## config.mk

```make
export PLATFORM = sky130hd
export DESIGN_NAME = alu_arbiter_seq
export DESIGN_NICKNAME = d
export VERILOG_FILES = /design/src/rtl/alu_arbiter_seq.sv
export SDC_FILE = /design/constraint.sdc
export NUM_CORES = 1
export LEC_CHECK = 0
export ABC_AREA = 1
export BUFFER_PORTS_ARGS = -buffer_cell sky130_fd_sc_hd__buf_2
export CELL_PAD_IN_SITES_DETAIL_PLACEMENT = 1
export CELL_PAD_IN_SITES_GLOBAL_PLACEMENT = 1
export CORE_MARGIN = 2
export CORE_UTILIZATION = 28
export CTS_BUF_LIST = sky130_fd_sc_hd__clkbuf_4 sky130_fd_sc_hd__clkbuf_8 sky130_fd_sc_hd__clkbuf_16
export CTS_CLUSTER_DIAMETER = 200
export CTS_CLUSTER_SIZE = 24
export DETAILED_ROUTE_END_ITERATION = 7
export HOLD_SLACK_MARGIN = 0.02
export MAX_ROUTING_LAYER = met4
export PLACE_DENSITY = 0.77
export SETUP_SLACK_MARGIN = 0.3
export SYNTH_ARGS = -nofsm -noshare
export SYNTH_HDL_FRONTEND = slang
export SYNTH_SLANG_ARGS = --single-unit
export TNS_END_PERCENT = 30
```

## constraint.sdc

```tcl
create_clock -name clk -period 1.15 [get_ports clk]
set_input_delay 0.115 -clock clk [delete_from_list [all_inputs] [get_ports clk]]
set_output_delay 0.115 -clock clk [all_outputs]
set_load 0.005 [all_outputs]
```

## src/rtl/alu_arbiter_seq.sv

```systemverilog
// Round-robin arbiter/sequencer for two requesters sharing one mini_alu.
// Owns the icc register that feeds ADDC/SUBC carry-in.
module alu_arbiter_seq #(
  parameter int WIDTH = 32
) (
  input  logic             clk,
  input  logic             rst_n,
  input  logic [1:0]       req_valid,
  output logic [1:0]       req_ready,
  input  logic [WIDTH-1:0] req0_a,
  input  logic [WIDTH-1:0] req0_b,
  input  logic [WIDTH-1:0] req1_a,
  input  logic [WIDTH-1:0] req1_b,
  input  logic [3:0]       req0_op,
  input  logic [3:0]       req1_op,
  input  logic             req0_setcc,
  input  logic             req1_setcc,
  output logic             rsp_valid,
  input  logic             rsp_ready,
  output logic             rsp_id,
  output logic [WIDTH-1:0] rsp_y,
  output logic [3:0]       rsp_flags,
  output logic [3:0]       icc,
  output logic [WIDTH-1:0] alu_a,
  output logic [WIDTH-1:0] alu_b,
  output logic             alu_cin,
  output logic [3:0]       alu_opcode,
  input  logic [WIDTH-1:0] alu_y,
  input  logic [3:0]       alu_flags
);
  localparam logic [1:0] IDLE = 2'd0;
  localparam logic [1:0] EXEC = 2'd1;
  localparam logic [1:0] RESP = 2'd2;

  logic [1:0]       state;
  logic             rr_ptr;
  logic [WIDTH-1:0] a_r, b_r;
  logic [3:0]       op_r;
  logic             setcc_r;
  logic             id_r;
  logic             gnt;

  // A lone requester always wins; rr_ptr only breaks ties.
  always_comb begin
    gnt = rr_ptr;
    case (req_valid)
      2'b01:   gnt = 1'b0;
      2'b10:   gnt = 1'b1;
      default: gnt = rr_ptr;
    endcase
  end

  always_comb begin
    req_ready = 2'b00;
    if (state == IDLE && req_valid != 2'b00) req_ready[gnt] = 1'b1;
  end

  always_ff @(posedge clk or negedge rst_n) begin
    if (!rst_n) begin
      state     <= IDLE;
      rr_ptr    <= 1'b0;
      icc       <= 4'h0;
      a_r       <= '0;
      b_r       <= '0;
      op_r      <= 4'h0;
      setcc_r   <= 1'b0;
      id_r      <= 1'b0;
      rsp_y     <= '0;
      rsp_flags <= 4'h0;
    end else begin
      case (state)
        IDLE: if (req_valid != 2'b00) begin
          a_r     <= gnt ? req1_a : req0_a;
          b_r     <= gnt ? req1_b : req0_b;
          op_r    <= gnt ? req1_op : req0_op;
          setcc_r <= gnt ? req1_setcc : req0_setcc;
          id_r    <= gnt;
          state   <= EXEC;
        end
        EXEC: begin
          rsp_y     <= alu_y;
          rsp_flags <= alu_flags;
          // Shifts and pass ops (1010..1111) leave icc alone even with setcc.
          if (setcc_r && op_r <= 4'd9) icc <= alu_flags;
          state <= RESP;
        end
        RESP: if (rsp_ready) begin
          rr_ptr <= ~id_r;
          state  <= IDLE;
        end
        default: state <= IDLE;
      endcase
    end
  end

  assign alu_a      = a_r;
  assign alu_b      = b_r;
  assign alu_opcode = op_r;
  // Gate cin to EXEC so it stays deterministic when icc moves afterwards.
  assign alu_cin    = (state == EXEC) && (op_r == 4'd1 || op_r == 4'd3) && icc[0];
  assign rsp_valid  = (state == RESP);
  assign rsp_id     = id_r;
endmodule

```

# Word-level counts from Yosys, hierarchy flattened
# Index checks and enable logic that the tools add are counted.
# word_totals
ff_bits,113
latchBits,0
mem_bits_ro,0
word_cells,45
ram_bits,0
out_inout_bits,113
inputBits,179
memories,0
# op_classes
mul,0
n_eq_ne,8
div_mod_pow,0
shifts,0
reduce_logical,12
muxes,11
n_addsub,0
n_bitwise,1
n_lt_le_gt_ge,3
# ops
operator,count
32-bit 2-to-1 mux,2
2-bit AND reduction,4
2-bit 2-to-1 mux,3
2-bit case mux with 3 select lines,1
1-bit logical AND,5
"2-bit by 1-bit == test with 1-bit output, second input constant",2
"2-bit == test, second input constant",2
"4-bit by 1-bit == test with 1-bit output, second input constant",1
"4-bit by 2-bit == test with 1-bit output, second input constant",1
"4-bit <= comparator, second input constant",1
4-bit 2-to-1 mux,1
"2-bit by 1-bit inequality test with 1-bit output, second input constant",2
2-bit zero test,1
"1-bit by 2-bit < comparator with 1-bit output, second input constant",1
1-bit 2-to-1 mux,2
1-bit case mux with 2 select lines,1
2-bit nonzero test,1
1-bit demux with 1-bit select,1
"1-bit greater-or-equal comparator, second input constant",1
1-bit logical OR,1
1-bit NOT,1

# Longest topological paths before layout
# logic_depth
ltp_word,7
depth_mapped,10
depth_no_buf,8

# Worst setup path before layout
# Ideal clock, no wire load.
# synth_path
path_type,in2reg
startpoint,in req_valid[0]
endpoint,"reg id_r, in the netlist rsp_id"
t_arrival_ps,1110
setup_time_ps,117
path_stages,7
slack_ps,-76
required_time_ps,1033
n_path_buf,1
cell_sequence,inv_1 -> ha_1 -> nand2_1 -> clkbuf_1 -> nand2_1 -> nand2_1 -> nand2_1
# synth_between
elab_chain_cells,2
elab_cells_between_ends,5
cone_classes,eq/ne (2); mux (1); reduce/logical (2)
# synth_lines
element,line_no,source
start: declaration,8,"input logic [1:0] req_valid,"
2-bit == test (tied with other cells),46,case (req_valid)
1-bit case mux with 2 select lines or 2-bit AND reduction (tied branches),-,
end signal: assignment,77,id_r <= gnt;
end: declaration,40,logic id_r;
# Parallel ways exist; a longest one is shown, timed or not.
# A chain may end at the register's enable or synchronous reset.

# Worst setup path in the final report
# layout_path
startpoint,reg state[1]
endpoint,out alu_cin
# layout_between
elab_chain_cells,3
# layout_lines
element,line_no,source
start: declaration,35,logic [1:0] state;
start signal: assignment,60,state <= IDLE;
start signal: assignment,78,state <= EXEC;
start signal: assignment,85,state <= RESP;
2-bit by 1-bit == test with 1-bit output,100,assign alu_cin = (state == EXEC) && (op_r == 4'd1 || op_r == 4'd3) && icc[0];
1-bit logical AND (2 in series),100,
end: declaration,26,"output logic alu_cin,"
# No other way between the ends.

==> flow_summary.toml <==
[outcome]
status = "complete, but fails checks"
violations = "negative setup slack"

[critical_path]
cp.arrival_ns = 1.50
crit_path_end_kind = "output pin"
path_class = "reg -> out"
critPathLaunchType = "flop"
crit_buf_inv = 3
cp_top_family = "flip-flops"
path_max_fanout = 2
crit_slowest_cell = "dfrtp_1"
required_ns = 1.03
slowest_delay_ns = 0.40
path_cells = "buf_6, nor2_4, buf_12, nand3_1, nor3_2, buf_2"

[sta]
relSlewSlack_pct = 72.1
fmax_mhz = 618
grt_setup_unrepaired = "true"
tightest_slew_ns = 0.419
post-route-min-period_ns = 1.62
fin_skew_ns = 0.0109
setup_viol = 117
hold_viol = 0
period_share_pct = 141
layout_setup_ws_ns = -0.469
slew_violations = 0

[logic_synthesis]
synth-main-ff-cell = "dfrtp_1"
ys_seq_area_share_pct = 52.1
syn_area_um2 = 5430
synthTopCellsByCount = "nand2_1 (403), nand3_1 (140), dfrtp_1 (113)"
synth.largest_area_cell = "dfrtp_1"
synthArstFlopShare_pct = 100
synth_cells = 730
syn_avg_cell_area_um2 = 7.44
yosysWarningCount = 0
synth.most_common_cell = "nand2_1"
synth_nets = 911
ys_ff_latch = 113
synth_edf_count = 0
synth_area_leaders = "dfrtp_1 (52%), nand2_1 (28%), nand3_1 (13%)"
yosysUniqueCellTypes = 16
synth_top_area_share_pct = 52.1

[layout]
drive_gt1_share_pct = 53.9
final_area_um2 = 11000
nets = 1349
syn2layout_area_growth_pct = 103

[floorplanning]
core_area_um2 = 18900
dieArea_um2 = 20500
dieHeight_um = 143
core.rowCount = 50
fp.dieW_um = 143
initial_utilization_pct = 28.7
ios = 292

[route]
drc = 0
num_vias = 7099
drt-total-wl_um = 29700
vias_per_cell = 4.92
drt_iter0_markers = 273
ant_nets = 0
routedWlPerCell_um = 20.5
first_pass_iters = 4

[grt]
grt_max_degree = 41
use_met1_pct = 31.0
grt_usage_pct = 28.4
overflow = 0
grt_use_met2_pct = 50.5
antenna_found_initial = 2
first_global_vias = 7658
busiest_layer = "met2"
use_met3_pct = 6.44
grt_pass1_wl_um = 42600

[placed_design]
place_ws_ns = -0.247
place_congestion = 0.801
place_area_um2 = 7600
io_buffer_count = 291
dp_hpwl_um = 15500

[cts]
clk_pin_slew_ns = 0.06
clock_latency_ns = 0.41
cts_tree = "yes"
cts_buffers = 17
cts_num_sinks = 113
ctsHtreeMaxLevel = 4
cts_buffer_depth = 2
cts_root_buf = "clkbuf_16"

[flow_run]
maxCapViolCount = 0

[hold_path]
hold_class = "in -> reg"

[pwr]
power_density_nw_per_um2 = 2840
power_w = 0.0313
p_leak_nw = 6.07
peakVddDrop_v = 0.00115
==> path summary, 6_finish.rpt <==
check                           startpoint      endpoint  slack, ns  cells past startpoint
worst max-delay path              state[1]       alu_cin      -0.47                      6
worst min-delay path            req1_setcc       setcc_r       0.03                      5
worst max register to register    state[0]     alu_b[24]      -0.45                     11
worst min register to register    alu_b[4]      alu_b[4]       0.48                      2
max in group asynchronous            rst_n     alu_b[11]       0.45                      3
min in group asynchronous            rst_n  rsp_flags[0]       0.20                      2
==> per-layer routing <==
layer / up-vias / routed length, um
li1: 3213 / -
met1: 3479 / 11200
met2: 326 / 15400
met3: 81 / 2040
met4: 0 / 1110
met5: - / 0
==> layout make-up <==
cell class	instances	area, um2
repair inverters	1	16.3
diodes	3	7.51
repair buffers	467	4030
fillers	2201	7890
inverters	11	70.1
clock buffers	17	425
well taps	260	325
flip-flops and latches	113	2830
clock inverters	15	184
multi-input cells	557	3110
==> placed cells by master (no fill, tap or decap) <==
cell type,instances
buf_2,285
nand4_1,4
o21ai_0,2
buf_12,29
buf_6,24
clkbuf_16,21
inv_2,5
buf_4,25
buf_8,5
inv_6,3
clkinv_4,6
dfrtp_2,2
nor3_2,1
dfrtp_1,111
ha_4,1
inv_1,4
nand2_2,132
nor2_4,3
inv_16,1
o21ai_2,1
nand3_2,1
nand2_4,58
nand2_1,213
bufinv_16,3
dlygate4sd3_1,70
nand3_1,139
clkinv_2,3
ha_1,1
buf_16,25
diode_2,3
inv_12,2
nor2_1,1
==> flip-flops by register name (all words and copies together), names as in the netlist <==
| name | cells |
|---|---|
| alu_a | 32 |
| alu_b | 32 |
| rsp_y | 32 |
| alu_opcode | 4 |
| icc | 4 |
| rsp_flags | 4 |
| state | 2 |
| rr_ptr | 1 |
| rsp_id | 1 |
| setcc_r | 1 |
==> worst reg2reg max path: cells and delay by family, from the launching register on <==
family	cells	cell delay (ns)
buffers and inverters	7	0.80
AND/OR/NAND/NOR	4	0.31
flip-flops	1	0.39
==> cell families after synthesis <==
kind of cell    after synthesis  share of synthesized area [%]
compound gates                3                          0.276
fa+ha+maj                     2                          0.461
buf+inv                      60                           5.39
flops                       113                           52.1
simple gates                552                           41.8
==> stage by stage <==
step | std cells | setup TNS (ns) | hold WS, ns | util, %
after floorplan | 730 | 0 | -0.181 | -
after global placement | 1281 | -13.40 | 0.0769 | 40.2
after detailed placement | 1281 | -16.31 | 0.0780 | 40.2
after CTS | 1430 | -31.41 | 0.0202 | 54.1
after global routing | 1443 | -48.83 | 0.0379 | 58.2
final | 1444 | -41.18 | 0.0326 | 58.2
==> where the power goes <==
group / switching (W) / total [W] / leakage (nW) / internal, W
clock: 0.00211 / 0.00555 / 0.302 / 0.00344
sequential: 0.00172 / 0.00770 / 1.39 / 0.00598
combinational: 0.00882 / 0.0180 / 4.38 / 0.00920
==> timing repair <==
item,4_1_cts,5_1_grt
pin swaps,64,65
endpoints found under the setup margin,226,226
resized for setup,168,172
gates cloned,25,4
hold endpoints to repair,177,0
setup buffers,22,7
hold buffers,70,0
No activity file was read; power rests on OpenSTA's default activity.
